**src/rtl/speed_ramp_controller_pkg.sv**
```systemverilog
// Shared types and constants for the speed ramp controller.
// The optional target clamp is selected with the SPEED_CLAMP_EN macro in the top module.
package speed_ctrl_pkg;

  localparam int unsigned SPEED_W = 4;

  typedef logic [SPEED_W-1:0] speed_t;

  localparam speed_t SPEED_ZERO = '0;

  typedef enum logic [1:0] {
    IDLE      = 2'd0,
    RAMP_UP   = 2'd1,
    RAMP_DOWN = 2'd2,
    ESTOP     = 2'd3
  } ramp_state_t;

endpackage

```
**src/rtl/speed_ramp_controller_if.sv**
```systemverilog
// Target-speed command handshake between the host command decoder and the ramp controller.
interface speed_cmd_if;
  import speed_ctrl_pkg::*;

  logic   cmd_valid;
  speed_t cmd_speed;
  logic   cmd_ready;

  modport master (
    output cmd_valid,
    output cmd_speed,
    input  cmd_ready
  );

  modport slave (
    input  cmd_valid,
    input  cmd_speed,
    output cmd_ready
  );

endinterface

```
**src/rtl/speed_ramp_controller_ramp_tick_gen.sv**
```systemverilog
// Free-running step timer for the ramp controller; step_tick is high while the count is all-ones.
module ramp_tick_gen #(
  parameter int unsigned RAMP_DIV_WIDTH = 16
) (
  input  logic clk,
  input  logic rst,
  input  logic clr,
  input  logic en,
  output logic step_tick
);

  typedef logic [RAMP_DIV_WIDTH-1:0] cnt_t;

  cnt_t cnt_q, cnt_d;

  always_comb begin
    cnt_d = cnt_q;
    if (clr) begin
      cnt_d = '0;
    end else if (en) begin
      cnt_d = cnt_q + cnt_t'(1);
    end
  end

  always_ff @(posedge clk) begin
    if (rst) begin
      cnt_q <= '0;
    end else begin
      cnt_q <= cnt_d;
    end
  end

  assign step_tick = &cnt_q;

endmodule

```
**src/rtl/speed_ramp_controller.sv**
```systemverilog
// Slews the PWM speed word one step per 2^RAMP_DIV_WIDTH clocks toward the commanded target, with estop.
// Define SPEED_CLAMP_EN to limit accepted targets to MAX_SPEED.
module speed_ramp_controller
  import speed_ctrl_pkg::*;
#(
  parameter int unsigned       RAMP_DIV_WIDTH = 16,
  parameter logic [SPEED_W-1:0] MAX_SPEED     = 4'd15
) (
  input  logic               FPGA_clk,
  input  logic               FPGA_reset,
  speed_cmd_if.slave         cmd,
  input  logic               estop,
  output logic [SPEED_W-1:0] speed,
  output logic               ramp_busy,
  output logic               at_target
);

`ifdef SPEED_CLAMP_EN
  localparam bit CLAMP_ON = 1'b1;
`else
  localparam bit CLAMP_ON = 1'b0;
`endif

  ramp_state_t state_q, state_d;
  speed_t      speed_q, speed_d;
  speed_t      target_q, target_d;
  speed_t      cmd_target;
  logic        accept;
  logic        timer_clr;
  logic        timer_en;
  logic        step_tick;

  assign cmd_target    = (CLAMP_ON && (cmd.cmd_speed > MAX_SPEED)) ? MAX_SPEED : cmd.cmd_speed;
  assign cmd.cmd_ready = (state_q != ESTOP) && !estop;
  assign accept        = cmd.cmd_valid && cmd.cmd_ready;

  ramp_tick_gen #(
    .RAMP_DIV_WIDTH (RAMP_DIV_WIDTH)
  ) u_tick (
    .clk       (FPGA_clk),
    .rst       (FPGA_reset),
    .clr       (timer_clr),
    .en        (timer_en),
    .step_tick (step_tick)
  );

  // Priority: estop, then ESTOP exit, then a new command, then the ramp step.
  always_comb begin
    state_d   = state_q;
    speed_d   = speed_q;
    target_d  = target_q;
    timer_clr = 1'b0;
    timer_en  = 1'b0;
    if (estop) begin
      speed_d   = SPEED_ZERO;
      target_d  = SPEED_ZERO;
      state_d   = ESTOP;
      timer_clr = 1'b1;
    end else if (state_q == ESTOP) begin
      state_d   = IDLE;
      timer_clr = 1'b1;
    end else if (accept) begin
      target_d  = cmd_target;
      timer_clr = 1'b1;
      if (cmd_target > speed_q) begin
        state_d = RAMP_UP;
      end else if (cmd_target < speed_q) begin
        state_d = RAMP_DOWN;
      end else begin
        state_d = IDLE;
      end
    end else begin
      case (state_q)
        RAMP_UP: begin
          timer_en = 1'b1;
          if (step_tick) begin
            speed_d = speed_q + speed_t'(1);
            if (speed_d == target_q) state_d = IDLE;
          end
        end
        RAMP_DOWN: begin
          timer_en = 1'b1;
          if (step_tick) begin
            speed_d = speed_q - speed_t'(1);
            if (speed_d == target_q) state_d = IDLE;
          end
        end
        default: timer_clr = 1'b1;
      endcase
    end
  end

  always_ff @(posedge FPGA_clk) begin
    if (FPGA_reset) begin
      state_q  <= IDLE;
      speed_q  <= SPEED_ZERO;
      target_q <= SPEED_ZERO;
    end else begin
      state_q  <= state_d;
      speed_q  <= speed_d;
      target_q <= target_d;
    end
  end

  assign speed     = speed_q;
  assign ramp_busy = (state_q == RAMP_UP) || (state_q == RAMP_DOWN);
  assign at_target = (state_q == IDLE);

endmodule

```
**src/flat_wrapper.sv**
```systemverilog
// flat-port wrapper written by rule: the top's interface ports become plain ports
module speed_ramp_controller_flat import speed_ctrl_pkg::*;
#(
  parameter int unsigned       RAMP_DIV_WIDTH = 16,
  parameter logic [SPEED_W-1:0] MAX_SPEED     = 4'd15
)
  (FPGA_clk, FPGA_reset, estop, speed, ramp_busy, at_target, cmd_cmd_valid, cmd_cmd_speed, cmd_cmd_ready);
  speed_cmd_if cmd_i ();
  input  logic FPGA_clk;
  input  logic FPGA_reset;
  input  logic estop;
  output logic [SPEED_W-1:0] speed;
  output logic ramp_busy;
  output logic at_target;
  input wire logic [$bits(cmd_i.cmd_valid)-1:0] cmd_cmd_valid;
  input wire logic [$bits(cmd_i.cmd_speed)-1:0] cmd_cmd_speed;
  output wire logic [$bits(cmd_i.cmd_ready)-1:0] cmd_cmd_ready;
  assign cmd_i.cmd_valid = cmd_cmd_valid;
  assign cmd_i.cmd_speed = cmd_cmd_speed;
  assign cmd_cmd_ready = cmd_i.cmd_ready;
  speed_ramp_controller #(.RAMP_DIV_WIDTH(RAMP_DIV_WIDTH), .MAX_SPEED(MAX_SPEED)) u_core (.FPGA_clk(FPGA_clk), .FPGA_reset(FPGA_reset), .cmd(cmd_i), .estop(estop), .speed(speed), .ramp_busy(ramp_busy), .at_target(at_target));
endmodule
```
**config.mk**
```make
export PLATFORM = sky130hd
export DESIGN_NAME = speed_ramp_controller_flat
export DESIGN_NICKNAME = d
export VERILOG_FILES = /design/src/rtl/speed_ramp_controller_pkg.sv /design/src/rtl/speed_ramp_controller_if.sv /design/src/rtl/speed_ramp_controller_ramp_tick_gen.sv /design/src/rtl/speed_ramp_controller.sv /design/src/flat_wrapper.sv
export SDC_FILE = /design/constraint.sdc
export NUM_CORES = 1
export LEC_CHECK = 0
export CORE_MARGIN = 3
export CORE_UTILIZATION = 50
export DETAILED_ROUTE_END_ITERATION = 8
export MAX_ROUTING_LAYER = met4
export PLACE_DENSITY_LB_ADDON = 0.2
export SETUP_SLACK_MARGIN = 0.15
export SKIP_CTS_REPAIR_TIMING = 1
export SLEW_MARGIN = 30
export SYNTH_ARGS = -nofsm -noshare
export SYNTH_HDL_FRONTEND = slang
export SYNTH_SLANG_ARGS = --single-unit
```
**constraint.sdc**
```tcl
create_clock -name FPGA_clk -period 1.8 [get_ports FPGA_clk]
set_input_delay 0.18 -clock FPGA_clk [delete_from_list [all_inputs] [get_ports FPGA_clk]]
set_output_delay 0.18 -clock FPGA_clk [all_outputs]
set_load 0.05 [all_outputs]
```
==> impl_metrics.ini <==
[final_layout]
nNetsFinal = 219
seq_area_um2 = 544
fillers = 218
insertedDiodeCount = 0
area_delta_synth_final_pct = 34.6
drive_gt1_share_pct = 28.6
multi_input_area_um2 = 1070

[synthesis]
yosysTopAreaCellShare_pct = 34.8
yosysSeqAreaShare_pct = 34.8
synth_cell_types = 37
yosysMostFrequentCell = nor2_1
synth_common_cells = 28 x nor2_1, 26 x dfxtp_1, 12 x xor2_1
ys_ff_latch = 26
mappedNetlistNets = 191
synth_ff_type = dfxtp_1
synth_edf_count = 0
synthArstFlopShare_pct = 0
yosys-top-cells-area = dfxtp_1 35%, ha_1 9.2%, nor2_1 7.0%, xor2_1 7.0%, xnor2_1 6.4%
ys_warn_count = 0
syn-cell-area_um2 = 1500
avgSynthCellArea_um2 = 8.70
syn-instance-count = 172
synth_area_leader_cell = dfxtp_1

[grt]
grt_pass1_wl_um = 5520
grt-ovfl-total = 0
grt_max_degree = 16
antenna_found_initial = 0
grt_usage_pct = 20.4
grt_pass1_vias = 1273

[critical_path]
r2r_slack_ps = 70
slowest_stage = dfxtp_4
cp-start-kind = flop
r2r-start = u_core.u_tick.cnt_q[0]
cp.arrival_ps = 2010
crit_fanout = 4
crit_path_max_incr_delay_ps = 400
end_kind = flop
crit_required_ps = 2080
setup.worst_path.class = flop to flop
cp_cell_sequence = ha_4, nand4_4, a2111oi_4, nand2_2, or3_4, a21oi_2
worstReg2RegEnd = u_core.speed[2]
reg2reg_depth = 6

[sta]
fin_skew_ps = 11.8
fin_ws_ps = 73.9
slew_headroom_pct = 66.5
setup-violations-final = 0
fmax_mhz = 579
hold_viol = 0
rsz0062_at_grt = true
tightest_slew_ps = 501
fin_crit_sh_pct = 95.9
min_period_ps = 1730
drv_slew = 0

[pwr]
p_per_area_nw_per_um2 = 541
power.total_mw = 1.09
power.static_leakage_nw = 0.816
vdd_drop_max_uv = 332

[hold_path]
min_from = u_core.u_tick.cnt_q[0]
hold_end = u_core.u_tick.cnt_q[0]
min_path_type = flop to flop
holdPathStages = 1

[routing]
first_pass_iters = 4
via_per_inst = 5.63
drt_iter0_drc = 42
routed_wl_um = 3450
via_count = 1294
wl_per_cell_um = 15.0
antenna_left = 0
drc = 0

[clocking]
ctsRootBufferMaster = clkbuf_4
cts.sinks = 26
cts.clk_slew.worst_paths_ps = 150
cts_tree = built
max-clock-path-buffers = 2
htree_levels = 1
clock_latency_ps = 340
cts_made_buffers = 3

[floorplan]
coreArea_um2 = 2810
start_util_pct = 53.3
die_area_um2 = 3690
placementRows = 19
die_h_um = 60.7
dieWidth_um = 60.7
io_pins = 15

[outcome]
status = finished, final reports clean

[flow_run]
maxCapViolations = 0

[placement]
io_buffers = 14
post-place-ws_ps = -153
dp_hpwl_um = 2610
place_congestion = 0.827
final cells by class:
class	instances	share of cell area, %
Multi-Input combinational cell	129	53.0
Sequential cell	26	27.0
Timing Repair Buffer	29	14.3
Inverter	11	2.42
Tap cell	31	1.93
Clock buffer	4	1.30
worst max-delay path, delay by kind of cell (launching register included):
family / cells / cell delay (ps)
flip-flops: 1 / 400
adder cells (fa/ha/maj): 1 / 160
AND/OR/NAND/NOR: 3 / 600
AO/OA/AOI/OAI: 2 / 530
logic make-up (layout without fill, tap and decap cells):
group / count (synthesis) / count (layout) / synth area share [%]
multiplexers: 5 / 5 / 3.34
XOR/XNOR: 23 / 23 / 13.5
buffers and inverters: 17 / 44 / 4.26
adder cells (fa/ha/maj): 11 / 11 / 9.20
AND/OR/NAND/NOR: 72 / 72 / 25.8
flip-flops: 26 / 26 / 34.8
AO/OA/AOI/OAI: 18 / 18 / 9.20
stage by stage:
stage	TNS, ps	hold slack (ps)	instances	util, %	cell area, um2
after floorplan	0	284	172	-	1630
after global placement	0	442	220	65.8	1850
after detailed placement	-281	449	220	65.8	1850
after CTS	-400	468	224	66.8	1870
after global routing	0	482	230	71.8	2010
final	0	459	230	71.8	2010
registers in the layout, summed over array words and instances (netlist names):
register / count
u_core.state_q: 2
u_core.u_tick.cnt_q: 16
u_core.speed: 4
u_core.target_q: 4
layout by cell type, fill, tap and decap left out, types with 2 or more instances in the layout:
cell | netlist | routed
clkdlybuf4s50_1 | 0 | 7
inv_2 | 0 | 2
xnor2_1 | 11 | 9
a21oi_1 | 3 | 2
xor2_1 | 12 | 12
mux2i_1 | 5 | 5
dlymetal6s2s_1 | 0 | 4
inv_4 | 0 | 3
nand3_1 | 8 | 8
buf_4 | 0 | 14
ha_4 | 0 | 6
buf_6 | 0 | 2
inv_1 | 11 | 6
nand4_1 | 3 | 3
a31oi_1 | 3 | 3
o22ai_1 | 2 | 2
clkbuf_4 | 0 | 3
and3_1 | 3 | 3
ha_1 | 11 | 5
a211oi_2 | 0 | 2
o211ai_1 | 2 | 2
and4_1 | 2 | 2
nand2_1 | 11 | 11
xnor2_2 | 0 | 2
o21ai_0 | 2 | 2
nor2_1 | 28 | 26
buf_12 | 0 | 2
dfxtp_4 | 0 | 6
nor4_1 | 3 | 3
dfxtp_1 | 26 | 19
nor2b_1 | 3 | 2
per-layer routing:
metal,GRT usage (%),wire (um)
met1,25.2,1640
met2,32.4,1620
met3,3.83,124
met4,8.67,55
met5,-,0
worst max path at each step:
stage                                 startpoint                 to  cells after the start
after floorplan                  u_core.speed[0]  u_core.state_q[1]                      8
after global placement             cmd_cmd_valid    u_core.speed[2]                      5
after detailed placement       u_core.state_q[1]  u_core.state_q[1]                      7
after CTS                      u_core.state_q[1]  u_core.state_q[1]                      7
after global routing      u_core.u_tick.cnt_q[0]    u_core.speed[2]                      6
final                     u_core.u_tick.cnt_q[0]    u_core.speed[2]                      6
power by group:
group	switching (mW)	internal [mW]	total (mW)
logic	0.115	0.112	0.227
clock network	0.186	0.0871	0.273
registers	0.0127	0.577	0.590
total	0.313	0.776	1.09
No activity file was read; power rests on OpenSTA's default activity.
